==> src/rtl/i2c_pkg.sv <==
`default_nettype none
// ============================================================================
// Module   : i2c_pkg
// Brief    : Shared constants for the I2C bus-activity monitor: bus-state
//            encodings and counter widths.
// Revision : 1.0 - initial release
// ============================================================================
package i2c_pkg;

  // Glitch-filter persistence counter width (covers FILT_LEN up to 15)
  localparam int FILT_CNT_W = 4;

  // Width of the activity-stretch and bus-free counters
  localparam int CNT_W = 16;

  // Bus-state encodings as presented on o_bus_state
  localparam logic [1:0] BUS_IDLE      = 2'b00;
  localparam logic [1:0] BUS_BUSY      = 2'b01;
  localparam logic [1:0] BUS_FREE_WAIT = 2'b10;

  typedef enum logic [1:0] {
    ST_IDLE      = BUS_IDLE,
    ST_BUSY      = BUS_BUSY,
    ST_FREE_WAIT = BUS_FREE_WAIT
  } bus_state_e;

endpackage
`default_nettype wire

==> src/rtl/i2c_sync_filter.sv <==
`default_nettype none
// ============================================================================
// Module   : i2c_sync_filter
// Brief    : Multi-stage synchroniser followed by a persistence glitch filter
//            for one raw open-drain pad line. Idles (and resets) high.
// Revision : 1.0 - initial release
// ============================================================================
module i2c_sync_filter
  import i2c_pkg::*;
#(
  parameter int SYNC_STAGES = 2,
  parameter int FILT_LEN    = 3
) (
  input  logic i_sys_clk,
  input  logic i_rst,
  input  logic i_raw,
  output logic o_filt
);

  // Counter value at which a persisting difference is accepted
  localparam logic [FILT_CNT_W-1:0] FILT_LAST = FILT_CNT_W'(FILT_LEN - 1);

  logic [SYNC_STAGES-1:0] sync_q;
  logic                   sync_w;
  logic [FILT_CNT_W-1:0]  cnt_q, cnt_d;
  logic                   filt_q, filt_d;

  assign sync_w = sync_q[SYNC_STAGES-1];
  assign o_filt = filt_q;

  // Shift the asynchronous pad level through the synchroniser chain
  always_ff @(posedge i_sys_clk or posedge i_rst) begin
    if (i_rst) begin
      sync_q <= '1;
    end else begin
      sync_q <= {sync_q[SYNC_STAGES-2:0], i_raw};
    end
  end

  // Count how long the synchronised level has disagreed with the filtered one
  always_comb begin
    cnt_d  = '0;
    filt_d = filt_q;
    if (sync_w != filt_q) begin
      if (cnt_q >= FILT_LAST) begin
        filt_d = sync_w;
      end else begin
        cnt_d = cnt_q + 1'b1;
      end
    end
  end

  // Filter state registers
  always_ff @(posedge i_sys_clk or posedge i_rst) begin
    if (i_rst) begin
      cnt_q  <= '0;
      filt_q <= 1'b1;
    end else begin
      cnt_q  <= cnt_d;
      filt_q <= filt_d;
    end
  end

endmodule
`default_nettype wire

==> src/rtl/i2c_bus_activity_mon.sv <==
`default_nettype none
// ============================================================================
// Module   : i2c_bus_activity_mon
// Brief    : Always-on I2C bus monitor. Filters SCL/SDA, detects START/STOP,
//            tracks bus ownership and produces a stretched activity level
//            for the power manager's wake/idle logic.
// Revision : 1.0 - initial release
// ============================================================================
module i2c_bus_activity_mon
  import i2c_pkg::*;
#(
  parameter int SYNC_STAGES     = 2,
  parameter int FILT_LEN        = 3,
  parameter int HOLD_CYCLES     = 16,
  parameter int BUS_FREE_CYCLES = 64
) (
  input  logic       i_sys_clk,
  input  logic       i_rst,
  input  logic       i_scl,
  input  logic       i_sda,
  input  logic       i_enable,
  output logic       o_scl_filt,
  output logic       o_sda_filt,
  output logic       o_start_det,
  output logic       o_stop_det,
  output logic       o_bus_activity,
  output logic       o_bus_busy,
  output logic [1:0] o_bus_state
);

  localparam logic [CNT_W-1:0] HOLD_LOAD = CNT_W'(HOLD_CYCLES);
  localparam logic [CNT_W-1:0] FREE_LAST = CNT_W'(BUS_FREE_CYCLES);

  logic scl_f_w, sda_f_w;

  i2c_sync_filter #(
    .SYNC_STAGES (SYNC_STAGES),
    .FILT_LEN    (FILT_LEN)
  ) u_scl_filt (
    .i_sys_clk (i_sys_clk),
    .i_rst     (i_rst),
    .i_raw     (i_scl),
    .o_filt    (scl_f_w)
  );

  i2c_sync_filter #(
    .SYNC_STAGES (SYNC_STAGES),
    .FILT_LEN    (FILT_LEN)
  ) u_sda_filt (
    .i_sys_clk (i_sys_clk),
    .i_rst     (i_rst),
    .i_raw     (i_sda),
    .o_filt    (sda_f_w)
  );

  assign o_scl_filt = scl_f_w;
  assign o_sda_filt = sda_f_w;

  // Previous filtered levels for edge detection
  logic scl_q, sda_q;

  // Keep tracking the filtered lines even when disabled so re-enable is clean
  always_ff @(posedge i_sys_clk or posedge i_rst) begin
    if (i_rst) begin
      scl_q <= 1'b1;
      sda_q <= 1'b1;
    end else begin
      scl_q <= scl_f_w;
      sda_q <= sda_f_w;
    end
  end

  // A simultaneous SCL change fails the scl_q & scl term, so it masks both
  logic start_w, stop_w, scl_fall_w, edge_w, lines_high_w;
  assign start_w      = scl_q & scl_f_w & sda_q & ~sda_f_w;
  assign stop_w       = scl_q & scl_f_w & ~sda_q & sda_f_w;
  assign scl_fall_w   = scl_q & ~scl_f_w;
  assign edge_w       = (scl_q != scl_f_w) | (sda_q != sda_f_w);
  assign lines_high_w = scl_f_w & sda_f_w;

  bus_state_e       state_q, state_d;
  logic [CNT_W-1:0] free_q, free_d, free_inc_w;
  logic [CNT_W-1:0] hold_q, hold_d;

  // free_q never exceeds BUS_FREE_CYCLES-1, so the increment cannot wrap
  assign free_inc_w = free_q + 1'b1;

  // Bus-ownership next state and bus-free timer
  always_comb begin
    state_d = state_q;
    free_d  = '0;
    if (!i_enable) begin
      state_d = ST_IDLE;
    end else begin
      case (state_q)
        ST_IDLE: begin
          if (start_w || scl_fall_w) state_d = ST_BUSY;
        end
        ST_BUSY: begin
          if (stop_w) state_d = ST_FREE_WAIT;
        end
        ST_FREE_WAIT: begin
          if (start_w || !lines_high_w) begin
            state_d = ST_BUSY;
          end else if (free_inc_w >= FREE_LAST) begin
            state_d = ST_IDLE;
          end else begin
            free_d = free_inc_w;
          end
        end
        default: state_d = ST_IDLE;
      endcase
    end
  end

  // Bus-state and bus-free counter registers
  always_ff @(posedge i_sys_clk or posedge i_rst) begin
    if (i_rst) begin
      state_q <= ST_IDLE;
      free_q  <= '0;
    end else begin
      state_q <= state_d;
      free_q  <= free_d;
    end
  end

  // Activity stretch: reload on any filtered edge (reload beats terminal count)
  always_comb begin
    hold_d = '0;
    if (i_enable) begin
      if (edge_w) begin
        hold_d = HOLD_LOAD;
      end else if (hold_q != '0) begin
        hold_d = hold_q - 1'b1;
      end
    end
  end

  logic       start_det_q, stop_det_q, activity_q, busy_q;
  logic [1:0] state_out_q;

  // Registered outputs; detection and activity are suppressed while disabled
  always_ff @(posedge i_sys_clk or posedge i_rst) begin
    if (i_rst) begin
      hold_q      <= '0;
      start_det_q <= 1'b0;
      stop_det_q  <= 1'b0;
      activity_q  <= 1'b0;
      busy_q      <= 1'b0;
      state_out_q <= BUS_IDLE;
    end else begin
      hold_q      <= hold_d;
      start_det_q <= i_enable & start_w;
      stop_det_q  <= i_enable & stop_w;
      activity_q  <= i_enable & ((hold_q != '0) | (state_q == ST_BUSY));
      busy_q      <= (state_q != ST_IDLE);
      state_out_q <= state_q;
    end
  end

  assign o_start_det    = start_det_q;
  assign o_stop_det     = stop_det_q;
  assign o_bus_activity = activity_q;
  assign o_bus_busy     = busy_q;
  assign o_bus_state    = state_out_q;

endmodule
`default_nettype wire

==> config.mk <==
export PLATFORM = sky130hd
export DESIGN_NAME = i2c_bus_activity_mon
export DESIGN_NICKNAME = d
export VERILOG_FILES = /design/src/rtl/i2c_pkg.sv /design/src/rtl/i2c_sync_filter.sv /design/src/rtl/i2c_bus_activity_mon.sv
export SDC_FILE = /design/constraint.sdc
export NUM_CORES = 1
export LEC_CHECK = 0
export ABC_AREA = 0
export CAP_MARGIN = 10
export CORE_MARGIN = 8
export CORE_UTILIZATION = 55
export DETAILED_ROUTE_END_ITERATION = 8
export DONT_BUFFER_PORTS = 1
export PLACE_DENSITY = 0.69
export SETUP_SLACK_MARGIN = 0.3
export SYNTH_ARGS = -nofsm -noshare
export SYNTH_HDL_FRONTEND = slang
export SYNTH_SLANG_ARGS = --single-unit
==> constraint.sdc <==
create_clock -name i_sys_clk -period 3.1 [get_ports i_sys_clk]
set_clock_uncertainty 0.1 [all_clocks]
set_input_delay 0.155 -clock i_sys_clk [delete_from_list [all_inputs] [get_ports i_sys_clk]]
set_output_delay 0.155 -clock i_sys_clk [all_outputs]
set_load 0.05 [all_outputs]
==> results of run 1 <==
-- layer usage --
metal | GRT usage (%) | vias up | wire length (µm)
li1 | - | 760 | -
met1 | 16.8 | 699 | 1800
met2 | 18.5 | 25 | 1560
met3 | 4.22 | 6 | 196
met4 | 4.21 | 0 | 46
met5 | 0 | - | 0
-- power breakdown --
| part | total, mW | switching (mW) | internal (mW) |
|---|---|---|---|
| Clock | 0.496 | 0.211 | 0.285 |
| Combinational | 0.684 | 0.364 | 0.320 |
| Sequential | 1.03 | 0.182 | 0.845 |
| Total | 2.21 | 0.756 | 1.45 |
-- metrics by stage --
stage / std cells / setup slack, ns
2_1_floorplan: 226 / 0.939
3_3_place_gp: 277 / 0.731
3_5_place_dp: 277 / 0.695
4_1_cts: 289 / 0.661
5_1_grt: 289 / 0.530
6_report: 289 / 0.678
-- cells by family (layout without fill, tap and decap cells) --
group | after synthesis | count (layout) | synth area share, %
AND/OR/NAND/NOR | 92 | 92 | 18.8
flip-flops | 56 | 56 | 58.6
XOR/XNOR | 22 | 22 | 8.00
AO/OA/AOI/OAI | 19 | 19 | 5.56
buffers and inverters | 13 | 24 | 2.81
adder cells (fa/ha/maj) | 9 | 9 | 4.68
multiplexers | 3 | 3 | 1.35
other | 1 | 12 | 0.156
-- flip-flops by register name, indices dropped and copies added (netlist names) --
signal / count
free_q: 16
o_stop_det: 1
u_scl_filt.o_filt: 1
u_sda_filt.o_filt: 1
o_bus_state: 2
o_bus_activity: 1
o_start_det: 1
u_sda_filt.sync_q: 2
hold_q: 16
u_scl_filt.sync_q: 2
u_scl_filt.cnt_q: 4
u_sda_filt.cnt_q: 4
state_q: 2
sda_q: 1
o_bus_busy: 1
scl_q: 1
-- worst paths after layout --
path	from	end	slack, ns	cells past startpoint
max	hold_q[9]$_DFF_PP0_	hold_q[12]$_DFF_PP0_	0.68	5
min	i_enable	state_q[0]$_DFFE_PP0P_	0.06	3
max reg2reg	hold_q[9]$_DFF_PP0_	hold_q[12]$_DFF_PP0_	0.68	5
min reg2reg	u_sda_filt.sync_q[0]$_DFF_PP1_	u_sda_filt.sync_q[1]$_DFF_PP1_	0.26	0
max in group asynchronous	i_rst	hold_q[6]$_DFF_PP0_	1.84	3
min in group asynchronous	i_rst	u_scl_filt.cnt_q[3]$_DFF_PP0_	0.35	2
-- layout make-up --
type	instances	area, µm²	share of cell area, %
Tap cell	52	65.1	2.44
Sequential cell	56	1410	53.0
Multi-Input combinational cell	157	970	36.4
Inverter	10	37.5	1.41
Clock inverter	1	30.0	1.13
Clock buffer	7	96.3	3.62
Timing Repair Buffer	6	55.1	2.07
-- placed cells by master, fill, tap and decap left out, types with 2 or more instances in the layout --
cell / count
xor2_1: 7
nand2_1: 13
or2_2: 2
nor2_1: 34
clkbuf_8: 7
nand2b_1: 2
o21ai_0: 5
buf_4: 2
dfrtp_1: 48
nand3_1: 6
conb_1: 12
nand4_1: 4
dlygate4sd3_1: 4
or3_1: 4
inv_1: 9
xnor2_1: 15
nor4_1: 3
nand3b_1: 2
ha_1: 9
and3_1: 3
dfstp_2: 8
nor3_1: 13
o31ai_1: 2
a21oi_1: 3
mux2_2: 2
-- critical path, stage by stage, from the launching register on --
cell	delay, ns
dfrtp_1	0.40
or4_4	0.56
or4b_4	0.52
o21ai_2	0.16
or2_1	0.43
nor2_1	0.12
==> impl_metrics.yaml, run 1 <==
placed_design:
  place_area_mm2: 0.00250
  gp_congestion: 0.770
  numPortBuffers: 0
  dp.final_hpwl_um: 2560
yosys:
  ys_seq_elements: 56
  ys_async_sr_fraction_pct: 100
  synthFlopType: "dfrtp_1"
  yosysTopAreaCellShare_pct: 49.9
  yosys.area.top_type: "dfrtp_1"
  ys_seq_area_share_pct: 58.6
  synth_most_common_cell: "dfrtp_1"
  yosys-top-cells-area: "dfrtp_1 (50%), dfstp_2 (8.7%), xnor2_1 (5.5%)"
  yosys_warnings: 0
  synth-edff-count: 0
  netlist_area_mm2: 0.00241
  ys_types: 41
  syn_avg_cell_area_um2: 11.2
  synthTopCellsByCount: "dfrtp_1 (48), nor2_1 (34), xnor2_1 (15)"
  syn_inst: 215
sta:
  tns_ns: 0
  hold_ws_ns: 0.0619
  period_share_pct: 78.1
  worst-slew-pin-transition_ns: 0.774
  relSlewSlack_pct: 48.4
  period_minus_slack_ns: 2.42
  hold_viol: 0
  grt_setup_unrepaired: "false"
  maxClockFrequency_mhz: 413
  drv_slew: 0
  setup_violations: 0
cells_and_area:
  n_antenna_cell: 0
  finalInstanceArea_mm2: 0.00267
  fill_cells: 363
  layout-drive-gt1-share_pct: 11.4
  syn_to_final_growth_pct: 10.7
  final_util_pct: 62.1
  finalNetCount: 250
cts:
  cts_setup_buffers: 0
  cts.clk_slew.worst_paths_ns: 0.09
  cts_tree: "done"
  cts_inserted_buffers: 5
  clk_latency_ns: 0.30
  cts_root_buf: "clkbuf_8"
  clock_path_buffers: 2
  cts_sinks: 56
  cts_htree_levels: 2
  cts_resized: 0
  holdBufCountCts: 4
route:
  antenna_left: 0
  drtPass1Iterations: 4
  vias: 1490
  drc: 0
  drt_wl_total_um: 3610
  post_drt_wl_per_cell_um: 12.5
  drt-initial-drc-count: 71
  viasPerCell: 5.16
die:
  row_count: 24
  die_w_um: 82.2
  num_io_pins: 13
  dieArea_mm2: 0.00675
  initial_core_util_pct: 56.1
  coreArea_mm2: 0.00429
  die_h_um: 82.2
power:
  finalPower_mw: 2.21
  irDropWorstVdd_uv: 347
  power_density_mw_per_mm2: 828
  leakage_nw: 1.22
worst_setup_path:
  end_kind: "flop"
  arrival_ns: 2.49
  startpoint_type: "flop"
  worstPathRequired_ns: 3.17
  crit_fanout: 15
  critPathKind: "reg2reg"
global_routing:
  grt_usage_pct: 12.5
  antenna_found_initial: 0
  overflow: 0
  grt_pass1_wl_um: 6500
  grt_max_degree: 41
  first_global_vias: 1442
min_path:
  worstHoldPathType: "in2reg"
outcome:
  status: "finished clean"
run:
  max_cap_violations: 0
Power figures use the tool's default switching activity.
==> run 2, diff against run 1 <==
==> constraint.sdc (replaced) <==
create_clock -name i_sys_clk -period 2.5 [get_ports i_sys_clk]
set_clock_uncertainty 0.1 [all_clocks]
set_input_delay 0.125 -clock i_sys_clk [delete_from_list [all_inputs] [get_ports i_sys_clk]]
set_output_delay 0.125 -clock i_sys_clk [all_outputs]
set_load 0.05 [all_outputs]
==> run 2 against run 1 <==
  * Design area is 5.8% higher
  * Fmax grew 9.9%
  * Sequential power up 20%
  * Count of clock-buffer cells in the layout down 1
  * Global-route usage barely moved
  * Power grew 24%
  * Combinational power is 46% higher
  * Worst hold slack gained 0.012 ns
  * Sequential share of layout area down 2.8 points
  * First-iteration DRC count shrank 25%
  * Critical path depth is 1 higher
  * Setup slack got worse by 0.38 ns
==> impl_metrics.yaml, run 2 (synthesized netlist as in run 1, its figures left out) <==
outcome:
  status: "finished clean"
global_routing:
  antenna_found_initial: 0
  first_global_vias: 1487
  grt_max_degree: 33
  overflow: 0
  grt_pass1_wl_um: 6470
  grt_usage_pct: 12.4
min_path:
  worstHoldPathType: "in2reg"
sta:
  hold_viol: 0
  drv_slew: 0
  setup_violations: 0
  grt_setup_unrepaired: "true"
  period_minus_slack_ns: 2.20
  worst-slew-pin-transition_ns: 0.660
  layout_setup_ws_ns: 0.296
  period_share_pct: 88.1
  relSlewSlack_pct: 55.9
  maxClockFrequency_mhz: 454
  tns_ns: 0
cells_and_area:
  reg.largest.list: "free_q x16, hold_q x16"
  syn_to_final_growth_pct: 17.1
  n_antenna_cell: 0
  finalNetCount: 260
  fill_cells: 338
  final_util_pct: 65.6
  finalInstanceArea_mm2: 0.00282
  layout_commonest_cell: "dfrtp_1"
  layout-drive-gt1-share_pct: 21.5
  layout_common_cells: "dfrtp_1 (46), nor2_1 (31), xnor2_1 (15)"
  finalNonFillerCells: 299
route:
  drtPass1Iterations: 4
  post_drt_wl_per_cell_um: 12.6
  viasPerCell: 5.19
  drt_wl_total_um: 3750
  drt-initial-drc-count: 53
  antenna_left: 0
  vias: 1553
  drc: 0
die:
  row_count: 24
  initial_core_util_pct: 56.1
  die_h_um: 82.2
  num_io_pins: 13
  die_w_um: 82.2
  coreArea_mm2: 0.00429
  dieArea_mm2: 0.00675
worst_setup_path:
  worstPathRequired_ns: 2.60
  crit_fanout: 7
  crit_path_top_delay_cell: "or4b_4"
  r2r.worst_path.cells: 6
  crit_path_end: "hold_q[9]$_DFF_PP0_"
  critPathKind: "reg2reg"
  rrSetupSlack_ns: 0.30
  critPathMaxStageDelay_ns: 0.56
  critPathLaunch: "hold_q[8]$_DFF_PP0_"
  r2r_start: "hold_q[8]$_DFF_PP0_"
  arrival_ns: 2.30
  r2r_end: "hold_q[9]$_DFF_PP0_"
  end_kind: "flop"
  path_cells: "or4_4, or4b_4, o21ai_2, or2_4, clkbuf_16, nor2_1"
  startpoint_type: "flop"
power:
  power_density_mw_per_mm2: 969
  irDropWorstVdd_uv: 450
  leakage_nw: 1.27
cts:
  cts_root_buf: "clkbuf_8"
  cts.clk_slew.worst_paths_ns: 0.09
  cts_sinks: 56
  cts_htree_levels: 2
  clock_path_buffers: 2
  cts_tree: "done"
  cts_inserted_buffers: 5
  clk_latency_ns: 0.30
placed_design:
  dp_slack_ns: 0.303
  numPortBuffers: 0
  gp_congestion: 0.785
  dp.final_hpwl_um: 2580
  place_area_mm2: 0.00256
  placed_cells: 283
run:
  max_cap_violations: 0
run 2: cell types whose count changed in the layout (fill, tap and decap cells not counted), moves of 2 or more:
cell / previous run / this run
buf_4: 2 / 10
nor3_1: 13 / 8
nor3_2: 0 / 5
nor2_1: 34 / 31
clkinv_2: 0 / 2
dfrtp_1: 48 / 46
dfrtp_2: 0 / 2
nor2_4: 0 / 2
o21ai_0: 5 / 3
o21ai_1: 0 / 2
run 2: per-stage QoR:
stage               total power, mW  hold slack (ns)
finish                         2.73           0.0735
detailed placement             2.17           0.0296
CTS                            2.68           0.0386
floorplan                      2.00           0.0295
global placement               2.16           0.0296
global route                   2.94           0.0781
run 2: power by group:
part / internal [mW] / leakage (nW) / switching (mW)
clock: 0.221 / 0.0510 / 0.270
combinational: 0.477 / 0.505 / 0.522
sequential: 1.05 / 0.711 / 0.194
total: 1.75 / 1.27 / 0.985
run 2: metal layers:
layer	track usage (%)	vias to the layer above	routed length, µm
li1	-	784	-
met1	16.3	739	1890
met2	18.5	24	1600
met3	3.46	6	201
met4	6.32	0	53
met5	0	-	0
run 2: cell type report:
type	instances	area, µm²	share of cell area (%)
inverter	10	37.5	1.33
tap	52	65.1	2.31
clock inverter	2	10.0	0.355
timing repair buffer	16	160	5.68
clock buffer	6	82.6	2.93
multi-input combinational	157	1050	37.2
sequential	56	1410	50.2
run 2: repair_timing:
action                                  CTS  global route
buffers inserted                          1             2
endpoints found under the hold margin    30             0
pin swaps                                 0            10
hold buffers                              4             0
cloned                                    0             1
gates resized for setup                   1            20
endpoints found under the setup margin   14            22
run 2: critical path, delay by kind of cell, from the launching register on:
kind                   cells  cell delay [ns]
AND/OR/NAND/NOR            4             1.31
flip-flops                 1             0.41
AO/OA/AOI/OAI              1             0.15
buffers and inverters      1             0.14
run 2: how the worst min path moves through the flow:
stage          startpoint                             end  slack, ns  depth (start not counted)
4_1_cts          i_enable          state_q[0]$_DFFE_PP0P_       0.04                          3
5_1_grt          i_enable          state_q[0]$_DFFE_PP0P_       0.08                          3
3_3_place_gp        i_sda  u_sda_filt.sync_q[0]$_DFF_PP1_       0.03                          0
6_report         i_enable          state_q[0]$_DFFE_PP0P_       0.07                          3
3_5_place_dp        i_sda  u_sda_filt.sync_q[0]$_DFF_PP1_       0.03                          0
2_1_floorplan       i_scl  u_scl_filt.sync_q[0]$_DFF_PP1_       0.03                          0
==> run 3, diff against run 2 <==
--- a/config.mk
+++ b/config.mk
@@ -11,7 +11,7 @@
 export CORE_UTILIZATION = 55
 export DETAILED_ROUTE_END_ITERATION = 8
 export DONT_BUFFER_PORTS = 1
-export PLACE_DENSITY = 0.69
+export PLACE_DENSITY = 0.72
 export SETUP_SLACK_MARGIN = 0.3
 export SYNTH_ARGS = -nofsm -noshare
 export SYNTH_HDL_FRONTEND = slang
==> constraint.sdc (replaced) <==
create_clock -name i_sys_clk -period 1.8 [get_ports i_sys_clk]
set_clock_uncertainty 0.1 [all_clocks]
set_input_delay 0.09 -clock i_sys_clk [delete_from_list [all_inputs] [get_ports i_sys_clk]]
set_output_delay 0.09 -clock i_sys_clk [all_outputs]
set_load 0.05 [all_outputs]
==> run 3 against run 2 <==
  * Clock power grew 49%
  * Largest cell class unchanged
  * Worst hold slack improved by 0.085 ns
  * The flow now finishes with violations (setup timing)
  * Die area stayed put
  * Power is 57% higher
  * Critical path type unchanged
==> impl_metrics.yaml, run 3 (synthesized netlist as in run 1, its figures left out) <==
sta:
  hold_ws_ns: 0.159
  hold_viol: 0
  drv_slew: 0
  period_minus_slack_ns: 2.20
  layout_setup_ws_ns: -0.399
  maxClockFrequency_mhz: 455
  period_share_pct: 122
  grt_setup_unrepaired: "true"
  setup_violations: 24
cells_and_area:
  final_util_pct: 76.2
  syn_to_final_growth_pct: 35.9
  layout-drive-gt1-share_pct: 38.9
  layout_commonest_cell: "dfrtp_1"
  n_antenna_cell: 0
  finalNetCount: 293
  reg.largest.list: "free_q x16, hold_q x16"
  layout_common_cells: "dfrtp_1 (47), buf_4 (38), nor2_1 (27)"
placed_design:
  dp.final_hpwl_um: 3150
  gp_congestion: 0.720
  numPortBuffers: 0
global_routing:
  gr-usage-met3_pct: 3.46
  overflow: 0
  antenna_found_initial: 0
  grt_usage_pct: 15.9
  grt_pass1_wl_um: 8160
  grt_max_degree: 24
  first_global_vias: 1846
  grt_busiest_layer: "met2"
  met2_usage_pct: 28.0
  gr-usage-met1_pct: 17.8
outcome:
  violations: "setup timing"
  status: "complete, but fails checks"
worst_setup_path:
  r2r_start: "hold_q[9]$_DFF_PP0_"
  worstPathRequired_ns: 1.91
  startpoint_type: "flop"
  arrival_ns: 2.31
  rrSetupSlack_ns: -0.40
  crit_fanout: 7
  critPathKind: "reg2reg"
  r2r_end: "hold_q[0]$_DFF_PP0_"
  r2r.worst_path.cells: 6
  end_kind: "flop"
route:
  vias: 1766
  post_drt_wl_per_cell_um: 15.7
  antenna_left: 0
  drtPass1Iterations: 4
  viasPerCell: 5.32
  drt-initial-drc-count: 71
  drc: 0
  drt_wl_total_um: 5220
min_path:
  worstHoldPathType: "in2async"
power:
  power_density_mw_per_mm2: 1310
  switchingPower_mw: 1.58
  irDropWorstVdd_uv: 954
  clockPowerShare_pct: 17.0
  sw_frac_of_total_pct: 36.7
  p_comb_share_pct: 42.5
  p_int_mw: 2.72
  leakage_nw: 1.47
  power_frac_seq_pct: 40.5
die:
  dieArea_mm2: 0.00675
  row_count: 24
  die_h_um: 82.2
  num_io_pins: 13
  coreArea_mm2: 0.00429
  initial_core_util_pct: 56.1
  die_w_um: 82.2
cts:
  cts_tree: "done"
  cts_root_buf: "clkbuf_8"
  cts_htree_levels: 2
  cts.clk_slew.worst_paths_ns: 0.10
  clk_latency_ns: 0.31
  cts_inserted_buffers: 5
  clock_path_buffers: 2
  cts_sinks: 56
run:
  max_cap_violations: 0
## run 3: how the worst max path moves through the flow
stage,from,slack (ns),cells after the start,endpoint
finish,hold_q[9]$_DFF_PP0_,-0.40,6,hold_q[0]$_DFF_PP0_
global route,hold_q[9]$_DFF_PP0_,-0.46,6,hold_q[8]$_DFF_PP0_
CTS,hold_q[9]$_DFF_PP0_,-0.34,6,hold_q[2]$_DFF_PP0_
detailed placement,hold_q[9]$_DFF_PP0_,-0.38,6,hold_q[2]$_DFF_PP0_
global placement,hold_q[9]$_DFF_PP0_,-0.32,6,hold_q[7]$_DFF_PP0_
floorplan,hold_q[9]$_DFF_PP0_,-0.36,7,hold_q[13]$_DFF_PP0_
## run 3: what timing repair did
item / CTS / global route
hold buffers: 4 / 0
cloned: 0 / 1
setup endpoints to repair: 29 / 31
setup buffers: 13 / 3
pin swaps: 12 / 12
resized for setup: 22 / 25
endpoints found under the hold margin: 57 / 0
## run 3: power by group through the flow
| stage | combinational, mW | sequential [mW] | clock (mW) |
|---|---|---|---|
| after floorplan | 1.06 | 1.75 | 0 |
| after global placement | 1.41 | 1.74 | 0 |
| final | 1.83 | 1.74 | 0.731 |
| after global routing | 2.01 | 1.76 | 0.783 |
| after detailed placement | 1.43 | 1.75 | 0 |
| after CTS | 1.61 | 1.73 | 0.742 |
## run 3: final cells by class
cell class              count  area (µm²)
repair buffers             49         427
fillers                   287        1020
flip-flops and latches     56        1420
clock inverters             2        13.8
multi-input cells         157        1220
well taps                  52        65.1
inverters                  10        41.3
clock buffers               6        82.6
## run 3: metrics by stage
step / power [mW] / area, µm² / setup slack (ns) / std cells / setup TNS [ns]
5_1_grt: 4.55 / 3270 / -0.462 / 332 / -9.54
3_3_place_gp: 3.16 / 2770 / -0.317 / 303 / -5.96
6_report: 4.30 / 3270 / -0.399 / 332 / -7.72
4_1_cts: 4.08 / 3110 / -0.339 / 328 / -6.31
2_1_floorplan: 2.81 / 2520 / -0.361 / 226 / -5.49
3_5_place_dp: 3.18 / 2770 / -0.379 / 303 / -7.19
## run 3: critical path, cell delays in order (launching register included)
cell,delay [ns]
dfrtp_1,0.39
or4_4,0.54
or4b_4,0.53
o21ai_2,0.18
or2_4,0.17
clkbuf_16,0.15
nor2_1,0.04
## run 3: per-layer routing
| layer | up-vias | wire [µm] | share of wire, % |
|---|---|---|---|
| met5 | - | 0 | 0 |
| li1 | 853 | - | - |
| met2 | 32 | 2810 | 54 |
| met4 | 0 | 112 | 2.1 |
| met1 | 870 | 2150 | 41 |
| met3 | 11 | 143 | 2.7 |
